`src/rtl/voice_allocator.sv`:
```
// Polyphonic voice allocator. It turns edges on the held-key table into a stream of
// voice assignments, releases and round-robin steals, and services one event per clock.
module voice_allocator #(
  parameter int NUM_KEYS   = 21,
  parameter int NUM_VOICES = 4,
  parameter int KEY_W      = 5
) (
  input  logic                        clk,
  input  logic                        rst,
  input  logic [NUM_KEYS-1:0]         key_table,
  output logic [NUM_VOICES-1:0]       voice_valid,
  output logic [NUM_VOICES*KEY_W-1:0] voice_key,
  output logic [NUM_VOICES-1:0]       voice_on,
  output logic [NUM_VOICES-1:0]       voice_off,
  output logic                        busy,
  output logic [7:0]                  steal_cnt
);

  localparam int VP_W = (NUM_VOICES > 1) ? $clog2(NUM_VOICES) : 1;
  localparam logic [NUM_KEYS-1:0] ONE_KEY    = {{(NUM_KEYS-1){1'b0}}, 1'b1};
  localparam logic [VP_W-1:0]     LAST_VOICE = VP_W'(NUM_VOICES - 1);

  logic [NUM_KEYS-1:0]         key_prev_q, pend_on_q, pend_off_q;
  logic [NUM_KEYS-1:0]         pend_on_d, pend_off_d;
  logic [NUM_VOICES-1:0]       voice_valid_q, voice_valid_d;
  logic [NUM_VOICES*KEY_W-1:0] voice_key_q, voice_key_d;
  logic [NUM_VOICES-1:0]       voice_on_q, voice_on_d;
  logic [NUM_VOICES-1:0]       voice_off_q, voice_off_d;
  logic [VP_W-1:0]             steal_ptr_q, steal_ptr_d;
  logic [7:0]                  steal_cnt_q, steal_cnt_d;

  logic [NUM_KEYS-1:0]   rise_s, fall_s, eff_on_s, eff_off_s;
  logic [KEY_W-1:0]      off_key_s, on_key_s;
  logic [NUM_VOICES-1:0] off_hit_s, on_hit_s, free_oh_s, steal_oh_s, load_oh_s;
  logic                  free_found_s;

  function automatic logic [KEY_W-1:0] lowest_set(input logic [NUM_KEYS-1:0] vec);
    logic [KEY_W-1:0] idx;
    idx = {KEY_W{1'b0}};
    for (int i = NUM_KEYS - 1; i >= 0; i--) begin
      if (vec[i]) begin
        idx = KEY_W'(i);
      end
    end
    return idx;
  endfunction

  // Edge detection, merge with pending queues and per-voice lookups
  always_comb begin
    rise_s       = key_table & ~key_prev_q;
    fall_s       = ~key_table & key_prev_q;
    eff_on_s     = pend_on_q | rise_s;
    eff_off_s    = pend_off_q | fall_s;
    off_key_s    = lowest_set(eff_off_s);
    on_key_s     = lowest_set(eff_on_s);
    off_hit_s    = {NUM_VOICES{1'b0}};
    on_hit_s     = {NUM_VOICES{1'b0}};
    free_oh_s    = {NUM_VOICES{1'b0}};
    steal_oh_s   = {NUM_VOICES{1'b0}};
    free_found_s = 1'b0;
    for (int v = 0; v < NUM_VOICES; v++) begin
      off_hit_s[v]  = voice_valid_q[v] && (voice_key_q[v*KEY_W +: KEY_W] == off_key_s);
      on_hit_s[v]   = voice_valid_q[v] && (voice_key_q[v*KEY_W +: KEY_W] == on_key_s);
      steal_oh_s[v] = (VP_W'(v) == steal_ptr_q);
      if (!voice_valid_q[v] && !free_found_s) begin
        free_oh_s[v] = 1'b1;
        free_found_s = 1'b1;
      end else begin
        free_oh_s[v] = 1'b0;
      end
    end
  end

  // Service one event: a release if any is queued, otherwise a press
  always_comb begin
    pend_on_d     = eff_on_s;
    pend_off_d    = eff_off_s;
    voice_valid_d = voice_valid_q;
    voice_key_d   = voice_key_q;
    voice_on_d    = {NUM_VOICES{1'b0}};
    voice_off_d   = {NUM_VOICES{1'b0}};
    steal_ptr_d   = steal_ptr_q;
    steal_cnt_d   = steal_cnt_q;
    load_oh_s     = {NUM_VOICES{1'b0}};
    if (|eff_off_s) begin
      pend_off_d    = eff_off_s & ~(ONE_KEY << off_key_s);
      voice_valid_d = voice_valid_q & ~off_hit_s;
      voice_off_d   = off_hit_s;
    end else if (|eff_on_s) begin
      pend_on_d = eff_on_s & ~(ONE_KEY << on_key_s);
      if (!key_table[on_key_s] || (|on_hit_s)) begin
        // Key already let go, or it already sounds on a voice: drop it.
        load_oh_s = {NUM_VOICES{1'b0}};
      end else if (free_found_s) begin
        load_oh_s     = free_oh_s;
        voice_valid_d = voice_valid_q | free_oh_s;
        voice_on_d    = free_oh_s;
      end else begin
        load_oh_s   = steal_oh_s;
        voice_on_d  = steal_oh_s;
        voice_off_d = steal_oh_s;
        steal_ptr_d = (steal_ptr_q == LAST_VOICE) ? {VP_W{1'b0}} : steal_ptr_q + VP_W'(1);
        steal_cnt_d = (steal_cnt_q == 8'hFF) ? steal_cnt_q : steal_cnt_q + 8'd1;
      end
    end else begin
      load_oh_s = {NUM_VOICES{1'b0}};
    end
    for (int v = 0; v < NUM_VOICES; v++) begin
      if (load_oh_s[v]) begin
        voice_key_d[v*KEY_W +: KEY_W] = on_key_s;
      end else begin
        voice_key_d[v*KEY_W +: KEY_W] = voice_key_q[v*KEY_W +: KEY_W];
      end
    end
  end

  // State and output registers
  always_ff @(posedge clk) begin
    if (rst) begin
      key_prev_q    <= {NUM_KEYS{1'b0}};
      pend_on_q     <= {NUM_KEYS{1'b0}};
      pend_off_q    <= {NUM_KEYS{1'b0}};
      voice_valid_q <= {NUM_VOICES{1'b0}};
      voice_key_q   <= {(NUM_VOICES*KEY_W){1'b0}};
      voice_on_q    <= {NUM_VOICES{1'b0}};
      voice_off_q   <= {NUM_VOICES{1'b0}};
      steal_ptr_q   <= {VP_W{1'b0}};
      steal_cnt_q   <= 8'd0;
    end else begin
      key_prev_q    <= key_table;
      pend_on_q     <= pend_on_d;
      pend_off_q    <= pend_off_d;
      voice_valid_q <= voice_valid_d;
      voice_key_q   <= voice_key_d;
      voice_on_q    <= voice_on_d;
      voice_off_q   <= voice_off_d;
      steal_ptr_q   <= steal_ptr_d;
      steal_cnt_q   <= steal_cnt_d;
    end
  end

  assign voice_valid = voice_valid_q;
  assign voice_key   = voice_key_q;
  assign voice_on    = voice_on_q;
  assign voice_off   = voice_off_q;
  assign busy        = |(pend_on_q | pend_off_q);
  assign steal_cnt   = steal_cnt_q;

endmodule

```
`config.mk`:
```
export PLATFORM = sky130hd
export DESIGN_NAME = voice_allocator
export DESIGN_NICKNAME = d
export VERILOG_FILES = /design/src/rtl/voice_allocator.sv
export SDC_FILE = /design/constraint.sdc
export NUM_CORES = 1
export LEC_CHECK = 0
export CAP_MARGIN = 20
export CORE_UTILIZATION = 62
export DETAILED_ROUTE_END_ITERATION = 6
export GPL_TIMING_DRIVEN = 0
export PLACE_DENSITY = 0.89
export SKIP_CTS_REPAIR_TIMING = 1
export SYNTH_ARGS = -nofsm -noshare
export SYNTH_HDL_FRONTEND = slang
export SYNTH_SLANG_ARGS = --single-unit
export TNS_END_PERCENT = 1
```
`constraint.sdc`:
```
create_clock -name clk -period 9.9 [get_ports clk]
set_input_delay 1.98 -clock clk [delete_from_list [all_inputs] [get_ports clk]]
set_output_delay 1.98 -clock clk [all_outputs]
set_load 0.01 [all_outputs]
```
# Word level (Yosys, flattened, before mapping)
# Cells that the tools add are included.
# Widths: inputs -> output; s select.
[op_classes] reduce_logical=28 div_mod_pow=0 mul=0 add_sub_neg=2 shifts=2 n_eq_ne=14 bitwise=18 mux=67 order_cmp=1
[ops] op="$mux 5" count=42
[ops] op="$and 21x21->21" count=4
[ops] op="$not 21->21" count=4
[ops] op="$mux 21" count=3
[ops] op="$or 21x21->21" count=3
[ops] op="$reduce_or 21->1" count=3
[ops] op="$mux 4" count=12
[ops] op="$shl 1x5->21 const A" count=2
[ops] op="$eq 5x5->1" count=8
[ops] op="$logic_and 1x1->1" count=11
[ops] op="$add 8x1->8 const B" count=1
[ops] op="$eq 8x8->1 const B" count=1
[ops] op="$mux 1" count=8
[ops] op="$logic_not 1->1" count=6
[ops] op="$lt 5x6->1 const B" count=1
[ops] op="$bmux 1 s5" count=1
[ops] op="$reduce_and 5->1" count=1
[ops] op="$and 4x4->4" count=1
[ops] op="$eq 2x2->1 const A" count=2
[ops] op="$not 1->1" count=4
[ops] op="$not 4->4" count=1
[ops] op="$or 4x4->4" count=1
[ops] op="$reduce_and 4->1" count=1
[ops] op="$reduce_bool 2->1" count=2
[ops] op="9 further kinds" count=9
[word_totals] output_inout_bits=41 ramBits=0 input_bits=23 elab_cells=144 mem_bits_ro=0 latch_bits=0 reg_bits=105 mem_count=0

# Depth between registers and ports, before layout
[depth] word_depth=31 ltp_mapped=15 mapped_depth_nobuf=11

# Worst setup path after synthesis
# No wires, ideal clock.
[synth_path] path_type="input to register" startpoint="input port key_table[16]" endpoint="register steal_cnt_q[0], in the netlist steal_cnt[0]" t_arrival_ns=5.076 setup_slack_ns=4.703 path_buffers=2 setup_ns=0.121 cell_stages=13 cell_sequence="nor2b_1 > or2_0 > a221o_1 > a211o_1 > a31oi_1 > mux2i_1 > a221oi_1 > a211o_1 > or3_1 > buf_2 > buf_2 > nor2_1 > mux2_2"
[synth_via] elab_chain_len=25
[synth_rtl] item="start, declared" line_no="10" source="input logic [NUM_KEYS-1:0] key_table,"
[synth_rtl] item="$and 21x21->21" line_no="50" source="rise_s = key_table & ~key_prev_q;"
[synth_rtl] item="$or 21x21->21" line_no="52" source="eff_on_s = pend_on_q | rise_s;"
[synth_rtl] item="$mux 5 (17 in a row)" line_no="41" source="if (vec[i]) begin"
[synth_rtl] item="$bmux 1 s5 / $eq 5x5->1 (equally long branches)" line_no="91, 63"
[synth_rtl] item="$mux 1 (not written as such) / $logic_and 1x1->1 (equally long branches)" line_no="91, 63"
[synth_rtl] item="$logic_not 1->1 / $reduce_or 4->1 (equally long branches)" line_no="91" source="if (!key_table[on_key_s] || (|on_hit_s)) begin"
[synth_rtl] item="$logic_or 1x1->1" line_no="91"
[synth_rtl] item="$not 1->1 (no line)"
[synth_rtl] item="$reduce_and 5->1 (no line) *"
[synth_rtl] item="end signal, assigned" line_no="138" source="steal_cnt_q <= steal_cnt_d;"
[synth_rtl] item="end, declared" line_no="30" source="logic [7:0] steal_cnt_q, steal_cnt_d;"
# Mark *: on every way between the ends. The rest lies on a longest branch, timed or not. The select of a mux whose other input is x is not followed.
# A chain may end at the register's enable or synchronous reset.

# Worst setup path in the final report
[layout_path] startpoint="input port key_table[19]" endpoint="register steal_cnt_q[0], in the netlist steal_cnt[0]"
[layout_via] elab_chain_len=28
[layout_rtl] item="$and 21x21->21" line_no="50"
[layout_rtl] item="$or 21x21->21" line_no="52"
[layout_rtl] item="$mux 5 (20 in a row)" line_no="41"
[layout_rtl] item="$bmux 1 s5 / $eq 5x5->1 (equally long branches)" line_no="91, 63"
[layout_rtl] item="$mux 1 (not written as such) / $logic_and 1x1->1 (equally long branches)" line_no="91, 63"
[layout_rtl] item="$logic_not 1->1 / $reduce_or 4->1 (equally long branches)" line_no="91"
[layout_rtl] item="$logic_or 1x1->1" line_no="91"
[layout_rtl] item="$not 1->1 (no line)"
[layout_rtl] item="$reduce_and 5->1 (no line) *"
# Marked as above.

==> results.json <==
{
  "cp-end-kind": "flop",
  "hold_depth": 2,
  "antenna_found_initial": 1,
  "reg2reg_from": "key_prev_q[2]",
  "gp_congestion": 1.01,
  "combPwrFrac_pct": 20.4,
  "total_power_uw": 931,
  "dr.pass1.iters": 6,
  "r2r-end": "steal_cnt[0]",
  "die_area_sq_um": 10100,
  "power.internal_uw": 631,
  "grt_start_max_net_pins": 18,
  "min_path_type": "reg -> reg",
  "fmax_mhz": 157,
  "synth_flop_cell": "dfxtp_1",
  "vias": 6526,
  "worstSetupStartpoint": "key_table[19]",
  "avgSynthCellArea_sq_um": 8.04,
  "p_sw_uw": 300,
  "path_clk_slew_ps": 100,
  "grt_util_all_layers_pct": 42.9,
  "synth_nets": 775,
  "outcome": "finished, final reports clean",
  "layout-drive-gt1-share_pct": 6.41,
  "rsz0062_at_grt": "no",
  "cts_sinks": 105,
  "die_width_um": 100,
  "start_util_pct": 64.4,
  "clock_skew_ps": 10.6,
  "crit_path_start_kind": "input port",
  "rows": 35,
  "dp_slack_ps": 3360,
  "synthArstFlopShare_pct": 0,
  "yosysWarnings": 0,
  "worstSkewPairLatency_ps": 390,
  "hold_end": "pend_on_q[7]",
  "cts_tree": "done",
  "io_buffer_count": 63,
  "tns_ps": 0,
  "setup_viol": 0,
  "cts_root_buf": "clkbuf_8",
  "synth_top_family_by_area": "simple AND/OR/NAND/NOR gates",
  "synthAdderAreaFrac_pct": 1.04,
  "drc": 0,
  "synth.cell_area_sq_um": 6000,
  "hold_viol": 0,
  "grt_pass1_wl_um": 32500,
  "ff2ff_path_depth": 13,
  "final_antenna_net_count": 0,
  "synth_edf_count": 0,
  "slowest_delay_ps": 640,
  "ir_drop_mv": 0.115,
  "grt-ovfl-total": 0,
  "cpMaxStageDelayCell": "clkdlybuf4s50_1",
  "relSlewSlack_pct": 27.4,
  "min_from": "pend_on_q[7]",
  "synth_area_leader_cell": "dfxtp_1",
  "dieHeight_um": 100,
  "tightest_slew_ps": 1090,
  "synth_cells": 747,
  "dp_hpwl_um": 16500,
  "io_pins": 64,
  "ys_ff_latch": 105,
  "path_max_fanout": 10,
  "p_leak_nw": 2.48,
  "synth_compound_area_share_pct": 24.5,
  "reg2reg_slack_ps": 5390,
  "grt_pass1_vias": 6012,
  "min_period_ps": 6360,
  "cts_buffers": 9,
  "synth_most_common_cell": "dfxtp_1",
  "power_density_nw_per_um2": 133,
  "area_growth_pct": 16.7,
  "clockBufferDepth": 2,
  "ys_top_cells_by_area": "dfxtp_1, nor2_1, a21oi_1",
  "path_depth": 14,
  "ys_types": 78,
  "seq_power_share_pct": 48.8,
  "slew_viol_final": 0,
  "worstPathRequired_ps": 10180,
  "synth-xor-area-share_pct": 2.63,
  "viasPerCell": 6.82,
  "fin_crit_sh_pct": 64.3,
  "cap_violations": 0,
  "drt_iter0_markers": 796,
  "path_buf_inv": 3,
  "clockPowerShare_pct": 30.8,
  "cp_data_arrival_time_ps": 6650,
  "ys_top_cells_by_count": "dfxtp_1, nor2_1, nand2_1, a21oi_1, inv_1",
  "drt-total-wl_um": 21400,
  "synthMuxAreaShare_pct": 3.15,
  "fin_ws_ps": 3540,
  "wl_per_cell_um": 22.3,
  "yosys.area_share.simple_pct": 28.4,
  "crit_chain": "clkdlybuf4s50_1 > and2b_2 > o221ai_1 > a221o_1 > a211o_1 > a31oi_1 > mux2i_1 > a221oi_1 > a211o_1 > or3_1 > buf_2 > buf_2 > nor2_1 > mux2_2",
  "critPathTopFamily": "compound AO/OA/AOI/OAI gates",
  "path_class": "in -> reg",
  "nNetsFinal": 850,
  "seq_area_frac_synth_pct": 35.0,
  "p_sw_share_pct": 32.3,
  "coreArea_sq_um": 9330,
  "htree_levels": 3,
  "yosys.area.top_type_share_pct": 35.0,
  "whs_ps": 494
}
-- placed cells by master (no fill, tap or decap), drive strengths merged, types with 5 or more instances in the layout --
cell type / count
a31oi: 8
and3: 9
mux2: 7
clkbuf: 38
xor2: 7
nor2: 80
a21o: 7
a311oi: 7
nor3: 22
nand3: 32
o211ai: 5
o21ai: 32
and4: 5
a211o: 5
nand4: 19
inv: 44
nand2: 48
and2: 14
nor2b: 28
or4: 6
xnor2: 11
mux2i: 11
o31ai: 7
buf: 10
a21oi: 47
ha: 5
or3: 7
or2: 6
dfxtp: 105
clkdlybuf4s50: 63
a31o: 7
nand2b: 8
a2111oi: 11
a211oi: 30
nor4: 22
-- flip-flops by register name, summed over array words and instances, names as in the netlist --
register and cells:
pend_on_q 21, voice_off 4, steal_ptr_q 2, steal_cnt 8, voice_key 20, pend_off_q 21
voice_valid 4, key_prev_q 21, voice_on 4
-- how the worst max path moves through the flow --
stage	end	slack [ps]
final	steal_cnt[0]	3540
after floorplan	steal_cnt[0]	4700
after detailed placement	steal_cnt[0]	3360
after global routing	voice_key[14]	3410
after global placement	steal_cnt[0]	3400
after CTS	steal_cnt[0]	3750
-- kinds of logic after synthesis --
| logic type | after synthesis |
|---|---|
| xor gates and xnor gates | 18 |
| DFF | 105 |
| muxes | 18 |
| adders and majority gates | 5 |
| and+or+nand+nor | 322 |
| AOI/OAI and AO/OA | 201 |
| buffers and inverters | 77 |
| other | 1 |
-- power by group through the flow --
stage                     sequential [mW]  clock [mW]  combinational, mW
after floorplan                     0.458           0              0.120
after global placement              0.462           0              0.176
after detailed placement            0.463           0              0.179
after CTS                           0.453       0.286              0.180
after global routing                0.455       0.302              0.200
final                               0.454       0.287              0.190
-- through the flow --
step | instances | util, % | cell area, sq um
5_1_grt | 956 | 75.1 | 7000
2_1_floorplan | 747 | - | 6000
4_1_cts | 955 | 75.0 | 7000
6_report | 957 | 75.1 | 7010
3_3_place_gp | 939 | 72.9 | 6800
3_5_place_dp | 939 | 72.9 | 6800
-- layout make-up --
cell class              instances  area, sq um
multi-input cells             565         3590
flip-flops and latches        105         2100
plain buffers                  35          153
inverters                      42          158
clock inverters                 4         58.8
clock buffers                  12          145
well taps                     129          161
fillers                       742         2320
diodes                          1         2.50
repair buffers                 64          636
-- per-layer routing --
| layer | part of all wire (%) | track usage (%) | vias up |
|---|---|---|---|
| met1 | 39 | 57.9 | 3028 |
| met4 | 4.6 | 22.3 | 0 |
| li1 | - | - | 2910 |
| met5 | 0 | 0 | - |
| met3 | 14 | 11.4 | 88 |
| met2 | 42 | 62.9 | 500 |
-- worst reg2reg max path, delay by kind of cell, from the launching register on --
kind	cells	cell delay [ps]
AND/OR/NAND/NOR	6	2170
AO/OA/AOI/OAI	4	1180
buffers and inverters	2	380
multiplexers	1	360
flip-flops	1	320
Note: power is estimated with default switching activity, not from simulation.
